File: src/rtl/s_pipe_reg.sv
// DEPTH-deep, SIZE-wide pipeline register with valid/ready flow control,
// bubble collapsing, synchronous flush and a registered occupancy count.
module s_pipe_reg #(
    parameter int unsigned     SIZE    = 8,
    parameter int unsigned     DEPTH   = 4,
    parameter logic [SIZE-1:0] RST_VAL = '0
) (
    input  logic                       clk,
    input  logic                       rst,
    input  logic                       flush,
    input  logic                       ivld,
    output logic                       irdy,
    input  logic [SIZE-1:0]            idat,
    output logic                       ovld,
    input  logic                       ordy,
    output logic [SIZE-1:0]            odat,
    output logic [$clog2(DEPTH+1)-1:0] occ
);

    localparam int unsigned OW = $clog2(DEPTH + 1);

    logic [DEPTH-1:0] vld;
    logic [DEPTH-1:0] vld_nxt;
    logic [DEPTH-1:0] load_ok;
    logic [DEPTH-1:0] move;
    logic [SIZE-1:0]  dat [DEPTH];
    logic [OW-1:0]    occ_nxt;
    logic             take;

    // Ready ripples back from the output: a stage frees up if its content moves on.
    always_comb begin
        load_ok = '0;
        move    = '0;
        for (int unsigned k = 0; k < DEPTH; k++) begin
            int unsigned i;
            i = DEPTH - 1 - k;
            if (i == DEPTH - 1)
                move[i] = vld[i] & ordy;
            else
                move[i] = vld[i] & load_ok[i+1];
            load_ok[i] = ~vld[i] | move[i];
        end
    end

    assign irdy = load_ok[0] & ~flush;
    assign take = ivld & irdy;

    always_comb begin
        vld_nxt = vld;
        occ_nxt = '0;
        if (take)
            vld_nxt[0] = 1'b1;
        else if (move[0])
            vld_nxt[0] = 1'b0;
        for (int unsigned i = 1; i < DEPTH; i++) begin
            if (move[i-1])
                vld_nxt[i] = 1'b1;
            else if (move[i])
                vld_nxt[i] = 1'b0;
        end
        if (flush)
            vld_nxt = '0;
        for (int unsigned i = 0; i < DEPTH; i++)
            occ_nxt = occ_nxt + OW'(vld_nxt[i]);
    end

    // Data shifts are suppressed during flush so odat holds its last value.
    always_ff @(posedge clk or posedge rst) begin
        if (rst) begin
            vld <= '0;
            occ <= '0;
            for (int unsigned i = 0; i < DEPTH; i++)
                dat[i] <= RST_VAL;
        end else begin
            vld <= vld_nxt;
            occ <= occ_nxt;
            if (!flush) begin
                if (take)
                    dat[0] <= idat;
                for (int unsigned i = 1; i < DEPTH; i++) begin
                    if (move[i-1])
                        dat[i] <= dat[i-1];
                end
            end
        end
    end

    assign ovld = vld[DEPTH-1];
    assign odat = dat[DEPTH-1];

endmodule

File: config.mk
export PLATFORM = sky130hd
export DESIGN_NAME = s_pipe_reg
export DESIGN_NICKNAME = d
export VERILOG_FILES = /design/src/rtl/s_pipe_reg.sv
export SDC_FILE = /design/constraint.sdc
export NUM_CORES = 1
export LEC_CHECK = 0
export BUFFER_PORTS_ARGS = -buffer_cell sky130_fd_sc_hd__buf_2
export CORE_MARGIN = 1
export CORE_UTILIZATION = 55
export CTS_BUF_LIST = sky130_fd_sc_hd__clkbuf_4
export CTS_CLUSTER_DIAMETER = 60
export DETAILED_ROUTE_END_ITERATION = 10
export HOLD_SLACK_MARGIN = 0.15
export PLACE_DENSITY = 0.79
export SLEW_MARGIN = 15
export SYNTH_ARGS = -nofsm -noshare
export SYNTH_HDL_FRONTEND = slang
export SYNTH_SLANG_ARGS = --single-unit
File: constraint.sdc
create_clock -name clk -period 2.5 [get_ports clk]
set_input_delay 0.125 -clock clk [delete_from_list [all_inputs] [get_ports clk]]
set_output_delay 0.125 -clock clk [all_outputs]
set_load 0.05 [all_outputs]
Word level (Yosys, flattened, before mapping). Index checks and enable logic that the tools add are counted. Widths: inputs -> output; s select.

Add/sub/neg operators: 3. Multiplexer cells: 9. Bitwise gates (word level): 15. Reduce and logical (&&, ||, !) cells: 4.

Operators with widths (number): $mux 1 (8); $reduce_and 2->1 (4); $and 1x1->1 (6); $not 1->1 (5); $mux 4 (1); $or 1x1->1 (4); $add 2x1->3 (1); $add 3x1->3 (1); $add 1x1->2 (1).

Bits in registers: 39. Bits of input ports: 13. Output and inout port bits: 13. Word-level logic and storage cells: 37.

Longest topological paths before layout. Gate-level depths: netlist of the first run.

Depth in word-level cells: 15. Mapped depth: 7. Depth with buffers taken out: 6.

Worst setup path before layout of the first run. Ideal clock, no wire load.

Kind: reg-to-reg. From: register vld[3]. To: register occ[1]. Arrival: 2.064 ns. Data required time: 2.374 ns. Path slack: 0.310 ns. Stages on the path, launching flop included: 8. Period minus slack after synthesis: 2.190 ns. Cell sequence: dfrtp_1 > and4b_1 > buf_6 > a21oi_1 > nor2_1 > fa_1 > ha_1 > ha_1.

Cells in the longest elaborated chain, start to end: 15.

Ends and longest elaborated chain: from (decl) (line 22) `logic [DEPTH-1:0] vld;`; from (signal assigned) (line 75) `vld <= vld_nxt;`; $and 1x1->1 or $not 1->1 (tied branches) (line 38, 41); $or 1x1->1 * (line 41) `load_ok[i] = ~vld[i] | move[i];`; $and 1x1->1 * (line 40) `move[i] = vld[i] & load_ok[i+1];`; $or 1x1->1 * (line 41); $and 1x1->1 * (line 40); $or 1x1->1 * (line 41); $and 1x1->1 * (line 40); $or 1x1->1 (line 41); $and 1x1->1 (line 45) `assign irdy = load_ok[0] & ~flush;`; $and 1x1->1 (line 46) `assign take = ivld & irdy;`; $mux 1 * (line 51) `if (take)`; $mux 4 * (line 61) `if (flush)`; via vld_nxt[0] (line 23) `logic [DEPTH-1:0] vld_nxt;`; $add 1x1->2 * (line 64) `occ_nxt = occ_nxt + OW'(vld_nxt[i]);`; $add 2x1->3 * (line 64); $add 3x1->3 * (line 64); via occ_nxt[1] (line 27) `logic [OW-1:0] occ_nxt;`; to (signal assigned) (line 76) `occ <= occ_nxt;`; to (decl) (line 17) `output logic [$clog2(DEPTH+1)-1:0] occ`.

Mark *: on every way through the listed nets, which the timed path passes. The rest lies on a longest branch. A chain may end at the register's enable or synchronous reset.

Worst setup path in the final report of the first run.
From: register vld[2]. To: register occ[1].

Cells in the longest elaborated chain, start to end: 13.

Ends and longest elaborated chain (line): $and 1x1->1 or $not 1->1 (tied branches) (40, 41); $or 1x1->1 * (41); $and 1x1->1 * (40); $or 1x1->1 * (41); $and 1x1->1 * (40); $or 1x1->1 (41); $and 1x1->1 (45); $and 1x1->1 (46); $mux 1 * (51); $mux 4 * (61); via vld_nxt[0] (23); $add 1x1->2 * (64); $add 2x1->3 * (64); $add 3x1->3 * (64); via occ_nxt[1] (27).

Marks and branches as above.

==> impl_metrics.env, run 1 <==
export IMPL_min_path_type="input port to flop"
export IMPL_io_pins=26
export IMPL_seqCellArea_sq_um=976
export IMPL_fin_crit_sh_pct=81.9
export IMPL_viasPerCell=5.15
export IMPL_routabilityCongestion=0.720
export IMPL_clk_latency_ns=0.34
export IMPL_port_buffer_count=25
export IMPL_cts_setup_buffers=0
export IMPL_cts_buffers=5
export IMPL_grt_first_pass_wirelength_mm=4.01
export IMPL_seq_power_share_pct=53.0
export IMPL_arrival_ns=2.26
export IMPL_rsz0062_at_grt="false"
export IMPL_max_stage_delay_ns=0.44
export IMPL_p_leak_nw=0.928
export IMPL_drt_iter0_drc=11
export IMPL_antenna_left=0
export IMPL_dp_hpwl_mm=1.62
export IMPL_cp_slowest_cell="fa_1"
export IMPL_clk_path_buf_depth=2
export IMPL_fmax_ghz=0.488
export IMPL_cts_tree="done"
export IMPL_initial_core_util_pct=58.4
export IMPL_cp_start_kind="flop"
export IMPL_finalSetupViolations=0
export IMPL_status="finished clean"
export IMPL_max_slew_margin_pct=60.1
export IMPL_ir_drop_mv=0.656
export IMPL_avgSynthCellArea_sq_um=15.5
export IMPL_coreArea_sq_um=2760
export IMPL_finalHoldViolCount=0
export IMPL_min_period_ns=2.05
export IMPL_pwr_share_comb_pct=28.6
export IMPL_syn_to_final_growth_pct=15.0
export IMPL_yosysWarnings=0
export IMPL_r2r_cells=6
export IMPL_fin_skew_ns=0.0143
export IMPL_grt_max_degree=40
export IMPL_path_clk_slew_ns=0.11
export IMPL_overflow=0
export IMPL_power_per_cell_area_nw_per_um2=888
export IMPL_whs_path_depth=4
export IMPL_p_sw_share_pct=32.9
export IMPL_track_usage_pct=17.6
export IMPL_slew_violations=0
export IMPL_dieHeight_microns=56.1
export IMPL_routed_wl_mm=2.29
export IMPL_clockPowerShare_pct=18.4
export IMPL_dieArea_sq_um=3150
export IMPL_antenna_found_initial=0
export IMPL_worstMarginPinSlew_ns=0.595
export IMPL_cp_end_kind="flop"
export IMPL_wl_per_cell_microns=13.6
export IMPL_critical_path_class="flop to flop"
export IMPL_root_buffer="clkbuf_4"
export IMPL_cts_htree_levels=2
export IMPL_utilization_pct=67.2
export IMPL_dr_total_vias=865
export IMPL_critPathMaxFanout=5
export IMPL_layout_drive_gt1_share_pct=48.9
export IMPL_syn_inst=104
export IMPL_multi_input_area_sq_um=536
export IMPL_worstPathCellList="and4b_1, a21oi_1, nor2_1, fa_1, ha_1, ha_1"
export IMPL_grt_pass1_vias=880
export IMPL_dr_pass1_iters=3
export IMPL_fp_dieW_microns=56.1
export IMPL_max_cap_violations=0
export IMPL_clock_sinks=39
export IMPL_intPower_mw=1.10
export IMPL_synth_area_sq_um=1610
export IMPL_drc=0
export IMPL_ys_ff_latch=39
export IMPL_num_fill_cells=201
export IMPL_synth_yosys_seq_area_share_pct=60.6
export IMPL_n_antenna_cell=0
export IMPL_syn_nets=120
export IMPL_row_count=19
export IMPL_layout_nets=152
export IMPL_final_setup_tns_ns=0
export IMPL_power_switching_uw=541
export IMPL_cp_required_ns=2.72
export IMPL_worst_path_most_repeated_cell="ha_1"
export IMPL_ys_types=18
[flip-flops by register name, summed over array words and instances (netlist names)]
name and cells:
occ 3, odat 8, dat 24, vld 4
[metal layers]
metal | routed length (microns) | track usage [%] | vias to the layer above
li1 | - | - | 414
met1 | 1040 | 22.1 | 425
met2 | 1090 | 26.7 | 21
met3 | 99 | 6.98 | 5
met4 | 51 | 8.36 | 0
met5 | 0 | 0 | -
[stage by stage]
| step | area [sq um] | setup WS (ns) | total power [mW] | std cells | hold slack (ns) |
|---|---|---|---|---|---|
| 2_1_floorplan | 1610 | 0.310 | 1.31 | 104 | 0.277 |
| 3_3_place_gp | 1690 | 0.562 | 1.33 | 149 | 0.243 |
| 3_5_place_dp | 1690 | 0.484 | 1.35 | 149 | 0.258 |
| 4_1_cts | 1850 | 0.448 | 1.67 | 168 | 0.177 |
| 5_1_grt | 1850 | 0.317 | 1.74 | 168 | 0.197 |
| 6_report | 1850 | 0.452 | 1.65 | 168 | 0.199 |
[final cells by class]
class | count | area share, %
inverter | 2 | 0.405
multi-input combinational | 51 | 28.9
tap | 31 | 2.09
clock inverter | 2 | 0.405
sequential | 39 | 52.7
clock buffer | 6 | 2.43
timing repair buffer | 37 | 13.1
[critical path, delay by kind of cell (launching register included)]
kind                     cells  cell delay [ns]
adder cells (fa/ha/maj)      3             0.90
AO/OA/AOI/OAI                1             0.10
flip-flops                   1             0.42
AND/OR/NAND/NOR              2             0.51
[power by group through the flow]
stage	logic (mW)	registers (mW)	clock network, mW
after floorplan	0.443	0.870	0
after global placement	0.449	0.878	0
after detailed placement	0.463	0.890	0
after CTS	0.476	0.875	0.316
after global routing	0.498	0.898	0.341
final	0.471	0.872	0.302
[cells in the final DEF (no fill, tap or decap), types with 2 or more instances in the layout]
cell and instances:
dfrtp_1 39, buf_2 25, mux2_2 24, dlygate4sd3_1 11, mux2_4 8, nor2_1 6
clkbuf_4 6, a21oi_1 3, inv_1 2, ha_1 2, clkinv_1 2
[path summary, 6_finish.rpt]
kind                                           from                   to  slack [ns]
worst max-delay path               vld[2]$_DFF_PP0_     occ[1]$_DFF_PP0_        0.45
worst min-delay path                           ordy     vld[2]$_DFF_PP0_        0.20
worst max register to register     vld[2]$_DFF_PP0_     occ[1]$_DFF_PP0_        0.45
worst min register to register  dat[26]$_DFFE_PP0P_  dat[18]$_DFFE_PP0P_        0.50
max in group asynchronous                       rst  dat[21]$_DFFE_PP0P_        1.73
min in group asynchronous                       rst  odat[4]$_DFFE_PP0P_        0.43
[cell families after synthesis]
logic type | Yosys count | synth area share [%]
DFF | 39 | 60.6
buffers and inverters | 14 | 6.21
muxes | 32 | 24.2
AOI/OAI and AO/OA | 5 | 2.10
adders and majority gates | 3 | 2.79
and+or+nand+nor | 11 | 4.12
[what timing repair did]
item                                   in CTS  in global routing
endpoints found under the hold margin      51                  0
resized for setup                           0                  0
setup endpoints to repair                   0                  0
hold buffers                               11                  0
[Yosys cell counts]
cell	count	area share [%]
a211o_2	1	0.62
a21oi_1	3	0.93
a21oi_2	1	0.54
and4b_1	1	0.62
buf_2	2	0.62
buf_4	8	3.7
buf_6	2	1.4
dfrtp_1	39	61
fa_1	1	1.2
ha_1	2	1.6
inv_1	2	0.47
mux2_2	24	17
mux2_4	8	7.5
nand2b_1	1	0.39
nor2_1	6	1.4
nor2b_1	1	0.39
nor3b_2	1	0.78
or3b_1	1	0.54
No activity file was read; power rests on OpenSTA's default activity.
==> run 2, diff against run 1 <==
--- a/config.mk
+++ b/config.mk
@@ -5,6 +5,7 @@
 export SDC_FILE = /design/constraint.sdc
 export NUM_CORES = 1
 export LEC_CHECK = 0
+export ABC_AREA = 1
 export BUFFER_PORTS_ARGS = -buffer_cell sky130_fd_sc_hd__buf_2
 export CORE_MARGIN = 1
 export CORE_UTILIZATION = 55
@@ -12,7 +13,7 @@
 export CTS_CLUSTER_DIAMETER = 60
 export DETAILED_ROUTE_END_ITERATION = 10
 export HOLD_SLACK_MARGIN = 0.15
-export PLACE_DENSITY = 0.79
+export PLACE_DENSITY = 0.78
 export SLEW_MARGIN = 15
 export SYNTH_ARGS = -nofsm -noshare
 export SYNTH_HDL_FRONTEND = slang
==> constraint.sdc (replaced) <==
create_clock -name clk -period 2 [get_ports clk]
set_input_delay 0.1 -clock clk [delete_from_list [all_inputs] [get_ports clk]]
set_output_delay 0.1 -clock clk [all_outputs]
set_load 0.05 [all_outputs]
==> run 2 against run 1 <==
Sequential cell count unchanged; design area up 14%; critical path depth up 3; highest routed layer unchanged.
==> impl_metrics.env, run 2 <==
export IMPL_slew_violations=0
export IMPL_track_usage_pct=20.1
export IMPL_port_buffer_count=25
export IMPL_layout_cells_most_common="dfrtp_1"
export IMPL_syn_inst=164
export IMPL_arrival_ns=2.15
export IMPL_largest_register="dat"
export IMPL_max_stage_delay_ns=0.55
export IMPL_viasPerCell=4.68
export IMPL_yosysWarnings=0
export IMPL_finalHoldViolCount=0
export IMPL_synth_top_area_cell="dfrtp_1"
export IMPL_grt_first_pass_wirelength_mm=5.02
export IMPL_cp_end_kind="flop"
export IMPL_cts_tree="done"
export IMPL_largest_reg_flops=24
export IMPL_fin_skew_ns=0.00601
export IMPL_initial_core_util_pct=58.0
export IMPL_seqCellArea_sq_um=978
export IMPL_synth_top_area_share_pct=55.1
export IMPL_avgSynthCellArea_sq_um=10.8
export IMPL_cts_setup_buffers=0
export IMPL_syn_to_final_growth_pct=19.4
export IMPL_fin_crit_sh_pct=95.6
export IMPL_place_ws_ns=0.0494
export IMPL_routed_wl_mm=2.78
export IMPL_cts_buffers=5
export IMPL_multi_input_area_sq_um=612
export IMPL_synthFlopType="dfrtp_1"
export IMPL_ys_types=22
export IMPL_synth_edf_count=0
export IMPL_wl_per_cell_microns=11.1
export IMPL_ys_ff_latch=39
export IMPL_final_cell_mix="dfrtp_1, nand2_1, buf_2, inv_1, dlygate4sd3_1"
export IMPL_synth_area_sq_um=1770
export IMPL_dpl_cell_count=224
export IMPL_power_per_cell_area_nw_per_um2=893
export IMPL_utilization_pct=69.3
export IMPL_finalNonFillerCells=250
export IMPL_coreArea_sq_um=3050
export IMPL_syn_nets=180
export IMPL_grt_pass1_vias=1196
export IMPL_setup_slack_ns=0.0876
export IMPL_layout_drive_gt1_share_pct=35.0
export IMPL_critPathMaxFanout=4
export IMPL_worstPathCellList="inv_4, nor2_4, nand4_4, inv_2, nor2_1, nor2_2, fa_1, ha_2, ha_2"
export IMPL_row_count=20
export IMPL_yosysMostFrequentCell="dfrtp_1"
export IMPL_min_period_ns=1.91
export IMPL_antenna_left=0
export IMPL_cp_slowest_cell="fa_1"
export IMPL_clk_path_buf_depth=2
export IMPL_overflow=0
export IMPL_clk_latency_ns=0.34
export IMPL_n_antenna_cell=0
export IMPL_antenna_found_initial=0
export IMPL_crit_family="adder cells"
export IMPL_path_clk_slew_ns=0.11
export IMPL_drc=0
export IMPL_status="finished clean"
export IMPL_ir_drop_mv=0.490
export IMPL_drt_iter0_drc=44
export IMPL_layout_nets=221
export IMPL_num_fill_cells=248
export IMPL_yosys_top_cells_count="dfrtp_1, nand2_1, inv_1"
export IMPL_fmax_ghz=0.523
export IMPL_dp_hpwl_mm=1.85
export IMPL_routabilityCongestion=0.759
export IMPL_worstMarginPinSlew_ns=0.481
export IMPL_final_setup_tns_ns=0
export IMPL_max_slew_margin_pct=67.9
export IMPL_io_pins=26
export IMPL_synthTopCellsByArea="dfrtp_1, nand2_1, inv_1"
export IMPL_cts_htree_levels=2
export IMPL_dieArea_sq_um=3450
export IMPL_cp_start_kind="flop"
export IMPL_synth_yosys_seq_area_share_pct=55.1
export IMPL_p_leak_nw=1.04
export IMPL_critical_path_class="flop to flop"
export IMPL_min_path_type="input port to flop"
export IMPL_finalSetupViolations=0
export IMPL_synth_async_reset_ratio_pct=100
export IMPL_max_cap_violations=0
export IMPL_dieHeight_microns=58.8
export IMPL_dr_total_vias=1169
export IMPL_root_buffer="clkbuf_4"
export IMPL_cp_required_ns=2.24
export IMPL_grt_max_degree=40
export IMPL_clock_sinks=39
export IMPL_fp_dieW_microns=58.8
export IMPL_rsz0062_at_grt="false"
export IMPL_critPathBufInv=2
export IMPL_worst_path_most_repeated_cell="ha_2"
export IMPL_dr_pass1_iters=4
## run 2: power by group
| part | leakage (nW) | internal [mW] | switching, mW |
|---|---|---|---|
| clock | 0.0263 | 0.129 | 0.240 |
| combinational | 0.537 | 0.161 | 0.358 |
| sequential | 0.481 | 0.930 | 0.0692 |
## run 2: routing by layer
metal	routed length (microns)	share of wire (%)	global-route usage [%]
met1	1260	45	23.0
met2	1370	49	35.2
met3	86	3.1	4.62
met4	62	2.2	10.2
met5	0	0	0
## run 2: through the flow
stage / power (mW) / cell area [sq um] / hold WS (ns)
global placement: 1.49 / 1870 / 0.222
floorplan: 1.48 / 1780 / 0.180
CTS: 1.91 / 2100 / 0.150
global route: 2.02 / 2110 / 0.155
finish: 1.89 / 2110 / 0.169
detailed placement: 1.51 / 1870 / 0.244
## run 2: kinds of logic (layout without fill, tap and decap cells)
| group | count (synthesis) | after routing | synth area share (%) |
|---|---|---|---|
| AO/OA/AOI/OAI | 27 | 27 | 11.9 |
| buffers and inverters | 34 | 76 | 11.0 |
| adder cells (fa/ha/maj) | 3 | 3 | 2.54 |
| AND/OR/NAND/NOR | 61 | 61 | 19.4 |
| flip-flops | 39 | 39 | 55.1 |
## run 2: layout make-up
type / instances / share of cell area, %
Sequential cell: 39 / 46.3
Multi-Input combinational cell: 91 / 28.9
Timing Repair Buffer: 47 / 15.9
Inverter: 21 / 3.85
Tap cell: 44 / 2.60
Clock buffer: 5 / 1.78
Clock inverter: 3 / 0.710
## run 2: path summary, 6_finish.rpt
kind / slack [ns] / cells after the start / endpoint / start
max in group asynchronous: 1.23 / 4 / vld[3]$_DFF_PP0_ / rst
min in group asynchronous: 0.42 / 4 / dat[10]$_DFFE_PP0P_ / rst
worst min register to register: 0.49 / 2 / dat[25]$_DFFE_PP0P_ / dat[25]$_DFFE_PP0P_
worst max-delay path: 0.09 / 9 / occ[1]$_DFF_PP0_ / vld[3]$_DFF_PP0_
worst max register to register: 0.09 / 9 / occ[1]$_DFF_PP0_ / vld[3]$_DFF_PP0_
worst min-delay path: 0.17 / 4 / vld[1]$_DFF_PP0_ / ordy
## run 2: what timing repair did
item / 4_1_cts / 5_1_grt
resized for setup: 0 / 4
hold buffers: 18 / 0
endpoints found under the hold margin: 51 / 0
setup endpoints to repair: 0 / 1
## run 2: worst register-to-register path: stages (launching register included)
cell and delay [ns]:
dfrtp_2 0.43, inv_4 0.08, nor2_4 0.05, nand4_4 0.07
inv_2 0.04, nor2_1 0.11, nor2_2 0.07, fa_1 0.55
ha_2 0.17, ha_2 0.26
